--- src/rtl/in_packetizer_if.sv ---
`default_nettype none
// ============================================================================
// Module   : in_packetizer_if
// Purpose  : FIFO-side and encoder-side handshake bundle for in_packetizer.
// Revision : 1.0
// ============================================================================
interface in_packetizer_if;
  logic       in_req_o;
  logic       in_ready_o;
  logic       in_data_ack_o;
  logic [7:0] in_data_i;
  logic       in_valid_i;
  logic [7:0] tx_data_o;
  logic       tx_valid_o;
  logic       tx_ready_i;

  modport master (
    output in_req_o, in_ready_o, in_data_ack_o, tx_data_o, tx_valid_o,
    input  in_data_i, in_valid_i, tx_ready_i
  );

  modport slave (
    input  in_req_o, in_ready_o, in_data_ack_o, tx_data_o, tx_valid_o,
    output in_data_i, in_valid_i, tx_ready_i
  );
endinterface
`default_nettype wire

--- src/rtl/in_packetizer.sv ---
`default_nettype none
// ============================================================================
// Module   : in_packetizer
// Purpose  : USB IN data-packet transmitter between the IN FIFO and TX encoder.
//            Macro IN_NAK_EMPTY_EN: answer an empty FIFO with NAK, not a ZLP.
// Revision : 1.0
// ============================================================================
module in_packetizer #(
  parameter int IN_MAXPACKETSIZE = 8
) (
  input  logic clk_i,
  input  logic rstn_i,
  input  logic clk_gate_i,
  input  logic token_in_i,
  input  logic hs_ack_i,
  input  logic hs_timeout_i,
  input  logic toggle_clr_i,
  output logic busy_o,
  in_packetizer_if.master bus
);

  localparam int              CNT_W     = $clog2(IN_MAXPACKETSIZE + 1);
  localparam logic [CNT_W-1:0] MAX_CNT  = CNT_W'(IN_MAXPACKETSIZE);
  localparam logic [7:0]      PID_DATA0 = 8'hC3;
  localparam logic [7:0]      PID_DATA1 = 8'h4B;
`ifdef IN_NAK_EMPTY_EN
  localparam logic [7:0]      PID_NAK   = 8'h5A;
`endif

  typedef enum logic [2:0] {
    IDLE    = 3'd0,
    PID     = 3'd1,
    DATA    = 3'd2,
    CRC_LO  = 3'd3,
    CRC_HI  = 3'd4,
    WAIT_HS = 3'd5
  } state_t;

  state_t           state, state_nxt;
  logic             toggle, toggle_nxt;
  logic [CNT_W-1:0] count, count_nxt;
  logic [15:0]      crc, crc_nxt;
  logic             req, req_nxt;
  logic             rdy, rdy_nxt;
  logic             ack, ack_nxt;
  logic [7:0]       tx_data;
  logic             tx_valid;
  logic             data_valid;

  // Reflected USB CRC16 fold of one byte, LSB first.
  function automatic logic [15:0] crc16_fold(input logic [15:0] c_in, input logic [7:0] d);
    logic [15:0] c;
    c = c_in;
    for (int i = 0; i < 8; i++) begin
      if (c[0] ^ d[i]) c = (c >> 1) ^ 16'hA001;
      else             c = c >> 1;
    end
    return c;
  endfunction

  always_ff @(posedge clk_i or negedge rstn_i) begin
    if (!rstn_i) begin
      state  <= IDLE;
      toggle <= 1'b0;
      count  <= '0;
      crc    <= 16'hFFFF;
      req    <= 1'b0;
      rdy    <= 1'b0;
      ack    <= 1'b0;
    end else if (clk_gate_i) begin
      state  <= state_nxt;
      toggle <= toggle_nxt;
      count  <= count_nxt;
      crc    <= crc_nxt;
      req    <= req_nxt;
      rdy    <= rdy_nxt;
      ack    <= ack_nxt;
    end
  end

  always_comb begin
    state_nxt  = state;
    toggle_nxt = toggle;
    count_nxt  = count;
    crc_nxt    = crc;
    req_nxt    = 1'b0;
    rdy_nxt    = 1'b0;
    ack_nxt    = 1'b0;
    tx_data    = 8'h00;
    tx_valid   = 1'b0;
    data_valid = bus.in_valid_i && (count < MAX_CNT);

    case (state)
      IDLE: begin
        if (token_in_i) begin
          req_nxt   = 1'b1;
          rdy_nxt   = 1'b1;
          count_nxt = '0;
          crc_nxt   = 16'hFFFF;
          state_nxt = PID;
        end
      end
      PID: begin
`ifdef IN_NAK_EMPTY_EN
        // Hold off until the rewind has landed so in_valid_i reflects the retry data.
        tx_valid = !req;
        tx_data  = bus.in_valid_i ? (toggle ? PID_DATA1 : PID_DATA0) : PID_NAK;
        if (tx_valid && bus.tx_ready_i)
          state_nxt = bus.in_valid_i ? DATA : IDLE;
`else
        tx_valid = 1'b1;
        tx_data  = toggle ? PID_DATA1 : PID_DATA0;
        if (bus.tx_ready_i)
          state_nxt = DATA;
`endif
      end
      DATA: begin
        tx_valid = data_valid;
        tx_data  = bus.in_data_i;
        if (!data_valid) begin
          state_nxt = CRC_LO;
        end else if (bus.tx_ready_i) begin
          rdy_nxt   = 1'b1;
          crc_nxt   = crc16_fold(crc, bus.in_data_i);
          count_nxt = count + CNT_W'(1);
        end
      end
      CRC_LO: begin
        tx_valid = 1'b1;
        tx_data  = ~crc[7:0];
        if (bus.tx_ready_i) state_nxt = CRC_HI;
      end
      CRC_HI: begin
        tx_valid = 1'b1;
        tx_data  = ~crc[15:8];
        if (bus.tx_ready_i) state_nxt = WAIT_HS;
      end
      WAIT_HS: begin
        if (hs_ack_i) begin
          rdy_nxt    = 1'b1;
          ack_nxt    = 1'b1;
          toggle_nxt = ~toggle;
          state_nxt  = IDLE;
        end else if (hs_timeout_i) begin
          state_nxt = IDLE;
        end
      end
      default: state_nxt = IDLE;
    endcase

    if (toggle_clr_i) toggle_nxt = 1'b0;
  end

  assign bus.in_req_o      = req;
  assign bus.in_ready_o    = rdy;
  assign bus.in_data_ack_o = ack;
  assign bus.tx_data_o     = tx_data;
  assign bus.tx_valid_o    = tx_valid;
  assign busy_o            = (state != IDLE);

endmodule
`default_nettype wire

--- src/flat_wrapper.sv ---
// flat-port wrapper written by rule: the top's interface ports become plain ports
module in_packetizer_flat 
#(
  parameter int IN_MAXPACKETSIZE = 8
)
  (clk_i, rstn_i, clk_gate_i, token_in_i, hs_ack_i, hs_timeout_i, toggle_clr_i, busy_o, bus_in_req_o, bus_in_ready_o, bus_in_data_ack_o, bus_tx_data_o, bus_tx_valid_o, bus_in_data_i, bus_in_valid_i, bus_tx_ready_i);
  in_packetizer_if bus_i ();
  input  logic clk_i;
  input  logic rstn_i;
  input  logic clk_gate_i;
  input  logic token_in_i;
  input  logic hs_ack_i;
  input  logic hs_timeout_i;
  input  logic toggle_clr_i;
  output logic busy_o;
  output wire logic [$bits(bus_i.in_req_o)-1:0] bus_in_req_o;
  output wire logic [$bits(bus_i.in_ready_o)-1:0] bus_in_ready_o;
  output wire logic [$bits(bus_i.in_data_ack_o)-1:0] bus_in_data_ack_o;
  output wire logic [$bits(bus_i.tx_data_o)-1:0] bus_tx_data_o;
  output wire logic [$bits(bus_i.tx_valid_o)-1:0] bus_tx_valid_o;
  input wire logic [$bits(bus_i.in_data_i)-1:0] bus_in_data_i;
  input wire logic [$bits(bus_i.in_valid_i)-1:0] bus_in_valid_i;
  input wire logic [$bits(bus_i.tx_ready_i)-1:0] bus_tx_ready_i;
  assign bus_in_req_o = bus_i.in_req_o;
  assign bus_in_ready_o = bus_i.in_ready_o;
  assign bus_in_data_ack_o = bus_i.in_data_ack_o;
  assign bus_tx_data_o = bus_i.tx_data_o;
  assign bus_tx_valid_o = bus_i.tx_valid_o;
  assign bus_i.in_data_i = bus_in_data_i;
  assign bus_i.in_valid_i = bus_in_valid_i;
  assign bus_i.tx_ready_i = bus_tx_ready_i;
  in_packetizer #(.IN_MAXPACKETSIZE(IN_MAXPACKETSIZE)) u_core (.clk_i(clk_i), .rstn_i(rstn_i), .clk_gate_i(clk_gate_i), .token_in_i(token_in_i), .hs_ack_i(hs_ack_i), .hs_timeout_i(hs_timeout_i), .toggle_clr_i(toggle_clr_i), .busy_o(busy_o), .bus(bus_i));
endmodule
--- config.mk ---
export PLATFORM = sky130hd
export DESIGN_NAME = in_packetizer_flat
export DESIGN_NICKNAME = d
export VERILOG_FILES = /design/src/rtl/in_packetizer_if.sv /design/src/rtl/in_packetizer.sv /design/src/flat_wrapper.sv
export SDC_FILE = /design/constraint.sdc
export NUM_CORES = 1
export LEC_CHECK = 0
export BUFFER_PORTS_ARGS = -buffer_cell sky130_fd_sc_hd__buf_4
export CAP_MARGIN = 30
export CORE_MARGIN = 1.5
export CORE_UTILIZATION = 35
export DETAILED_ROUTE_END_ITERATION = 8
export GPL_TIMING_DRIVEN = 0
export PLACE_DENSITY_LB_ADDON = 0.2
export SLEW_MARGIN = 40
export SYNTH_ARGS = -nofsm -noshare
export SYNTH_HDL_FRONTEND = slang
export SYNTH_SLANG_ARGS = --single-unit
export TNS_END_PERCENT = 50
--- constraint.sdc ---
create_clock -name clk_i -period 2.5 [get_ports clk_i]
set_clock_uncertainty 0.2 [all_clocks]
set_input_delay 0.25 -clock clk_i [delete_from_list [all_inputs] [get_ports clk_i]]
set_output_delay 0.25 -clock clk_i [all_outputs]
set_load 0.02 [all_outputs]
==> results.txt <==
The flow ran to the end, and the final reports show no timing, DRC or antenna violations. The weighted congestion at the end of routability-driven global placement is 0.857, and the leftover overflow at the end of global routing is 0. The later pin in the worst-skew pair is clocked with a latency of 270 ps. The maximum fanout encountered on the critical timing path came out at 8. The netlist area before placement is 1640 um2, and the number of synthesized flops with an enable pin is 0.

Count of nets after finishing: 243. Across the run, the number of max-cap violations was 0. Leaving out fill and tap cells, the most frequent cells in the layout are 31 x buf_4, 26 x nor2_1, 22 x nand2_1. The routed design has 4.00 mm of wire.

The leakage dissipation came out at 0.000847 uW. The type of origin of the critical path was a register. The power density over the cells is 1450 nW/um2, and the register bit count reported by yosys is 27. The proportion of synthesized flip-flops having asynchronous set or reset is 100%, and the number of post-CTS setup repair buffers is 0.

The starting density of the core is 37.0%. The most instantiated flip-flop cell in the synthesis netlist is dfstp_2. Setup repair after global routing left no endpoint under its margin. After layout, the design draws a total of 2880 uW. The maximum number of pins on one net before global-route repair is 28.

The first-pass GRT wire length is 6.91 mm, and the total nets after synthesis is 207. The final hold violation count was 0. Static timing analysis puts the maximum clock frequency at 0.439 GHz.

The worst setup path is captured at an output port. The floorplan step defined a die boundary enclosing 5120 um2. Post-CTS repair changed the size of 0 cells. The signal arrival time at the worst endpoint was 1830 ps; the overall track demand over capacity in global routing was 17.0%.

The count of yosys warnings during synthesis was 0. The run gives 60.7% as the remaining max-slew budget at the tightest pin. The logs give 42.3% for the part of the Yosys area used for sequential elements and 0 for the DRC violations left.

TritonCTS built the clock tree. Measured along the x axis, the die boundary spans 71.5 um. The setup violation total in the final timing report came out at 0. Number of rows in the core area: 24. The run gives 2 as the maximum clock insertion buffer count.

The number of vias in the routed layout is 1409, and the transition at the pin with the smallest max-transition slack is 582 ps. The run gives 0 as the number of max-slew violations in the final report. The setup TNS after final layout is 0 ps, and the number of global-route vias before repair is 1431.

The logs give 2 for the number of hold buffers added after CTS and 0 for the count of inserted antenna diode cells. Clock tree synthesis found a total of 27 sinks. For this design the top-level I/O count stands at 30.

The run gives 0 as the post-detailed-route count of antenna-violating nets. The library cell used most frequently in the layout, excluding fill and tap cells, is buf_4. After layout, the worst path uses 91.1% of the clock period.

The clock-pin slew on the worst setup and hold paths was 90 ps; the gate count of the mapped netlist was 189. The number of buffer cells added on primary ports is 29. Dividing the detail-routed via count by the number of cells gives 5.11. The layout overhead on the synthesized area was 21.2%; the DRC marker count from the first detailed-route iteration was 81. The die is 71.5 um tall. The path class of the tightest hold or removal check is primary input to register. The number of levels the H-tree was split into came out at 1.

The synthesized area per cell was 8.70 um2. The TritonCTS buffer count was 3. The core region is 4440 um2. The run gives 0 as the number of antenna violations at the first check in global routing. Clock root buffer master: clkbuf_8. The layout has 462 filler cells.

Fraction of final layout cells sized beyond drive strength 1: 25.9%. The category of the critical setup timing path is register to output port. After detailed routing, the average wire length per cell comes to 14.5 um.

The post-DP HPWL is 2.97 mm. STA puts the critical path data required time at 2050 ps. For the first-pass iteration count of the detailed router, the log shows 6.

The worst supply voltage drop on vdd is 0.535 mV, and the distinct cell type count after synthesis is 34. For the finished layout, the period the worst path requires is 2280 ps.
==> Yosys cell counts (all sizes together), types with 5 or more instances <==
master	instances	area (um2)
a21oi	8	40.0
inv	6	22.5
dfrtp	11	275
a31oi	10	62.6
buf	6	33.8
nor2	26	97.6
o22ai	7	43.8
nand2b	5	31.3
o21ai	16	80.1
nand2	22	82.6
xnor2	21	191
dfstp	16	420
clkbuf	6	22.5
==> worst max-delay path: stages, from the launching register on <==
cell and delay (ps):
dfrtp_1 320, buf_2 170, nand2b_1 120, clkbuf_1 320
nand2b_1 270, o21ai_0 150, buf_4 190
==> registers in the layout, summed over array words and instances, names as in the netlist <==
signal	flops
u_core.count	4
u_core.state	3
u_core.bus.in_ready_o	1
u_core.bus.in_data_ack_o	1
u_core.bus.in_req_o	1
u_core.toggle	1
u_core.crc	16
==> final timing paths <==
kind,from,endpoint,slack [ps],cells past startpoint
hold / removal,token_in_i,u_core.bus.in_req_o$_DFFE_PN0P_,70,3
min in group asynchronous,rstn_i,u_core.state[2]$_DFFE_PN0P_,220,2
setup reg to reg,u_core.state[0]$_DFFE_PN0P_,u_core.crc[10]$_DFFE_PN1P_,380,8
max in group asynchronous,rstn_i,u_core.crc[5]$_DFFE_PN1P_,1570,2
setup / recovery,u_core.state[1]$_DFFE_PN0P_,bus_tx_valid_o,220,6
hold reg to reg,u_core.crc[5]$_DFFE_PN1P_,u_core.crc[5]$_DFFE_PN1P_,280,2
==> cells by family (layout without fill, tap and decap cells) <==
family	after synthesis	after routing	share of synthesized area [%]
compound gates	53	53	19.7
xor+xnor	23	23	14.1
fa+ha+maj	1	1	0.761
buf+inv	18	53	4.79
flops	27	27	42.3
mux	1	1	0.685
simple gates	66	66	17.7
==> where the power goes <==
group          internal, uW  switching (uW)
logic                   839             991
clock network           114             140
registers               662             137
==> layer usage <==
layer	wire length [um]	vias to the layer above	track usage (%)
li1	-	717	-
met1	1970	666	24.3
met2	1860	22	27.1
met3	139	4	3.09
met4	35	0	3.98
met5	0	-	0
==> metrics by stage <==
| stage | area, um2 | setup WS [ps] | utilization, % | cells | hold WS [ps] |
|---|---|---|---|---|---|
| global placement | 1930 | 407 | 43.4 | 270 | -9.33 |
| global route | 1990 | 43.0 | 44.8 | 276 | 121 |
| detailed placement | 1930 | 349 | 43.4 | 270 | -9.56 |
| CTS | 1990 | 223 | 44.8 | 276 | 74.8 |
| finish | 1990 | 223 | 44.8 | 276 | 74.1 |
| floorplan | 1640 | 548 | - | 189 | -246 |
==> cell type report <==
type                    count  area (um2)  share of cell area (%)
plain buffers              12        56.3                    2.83
clock buffers               4        45.0                    2.26
inverters                   6        22.5                    1.13
multi-input cells         144         870                    43.7
flip-flops and latches     27         696                    34.9
well taps                  52        65.1                    3.27
repair buffers             31         238                    11.9
Power figures use the tool's default switching activity.
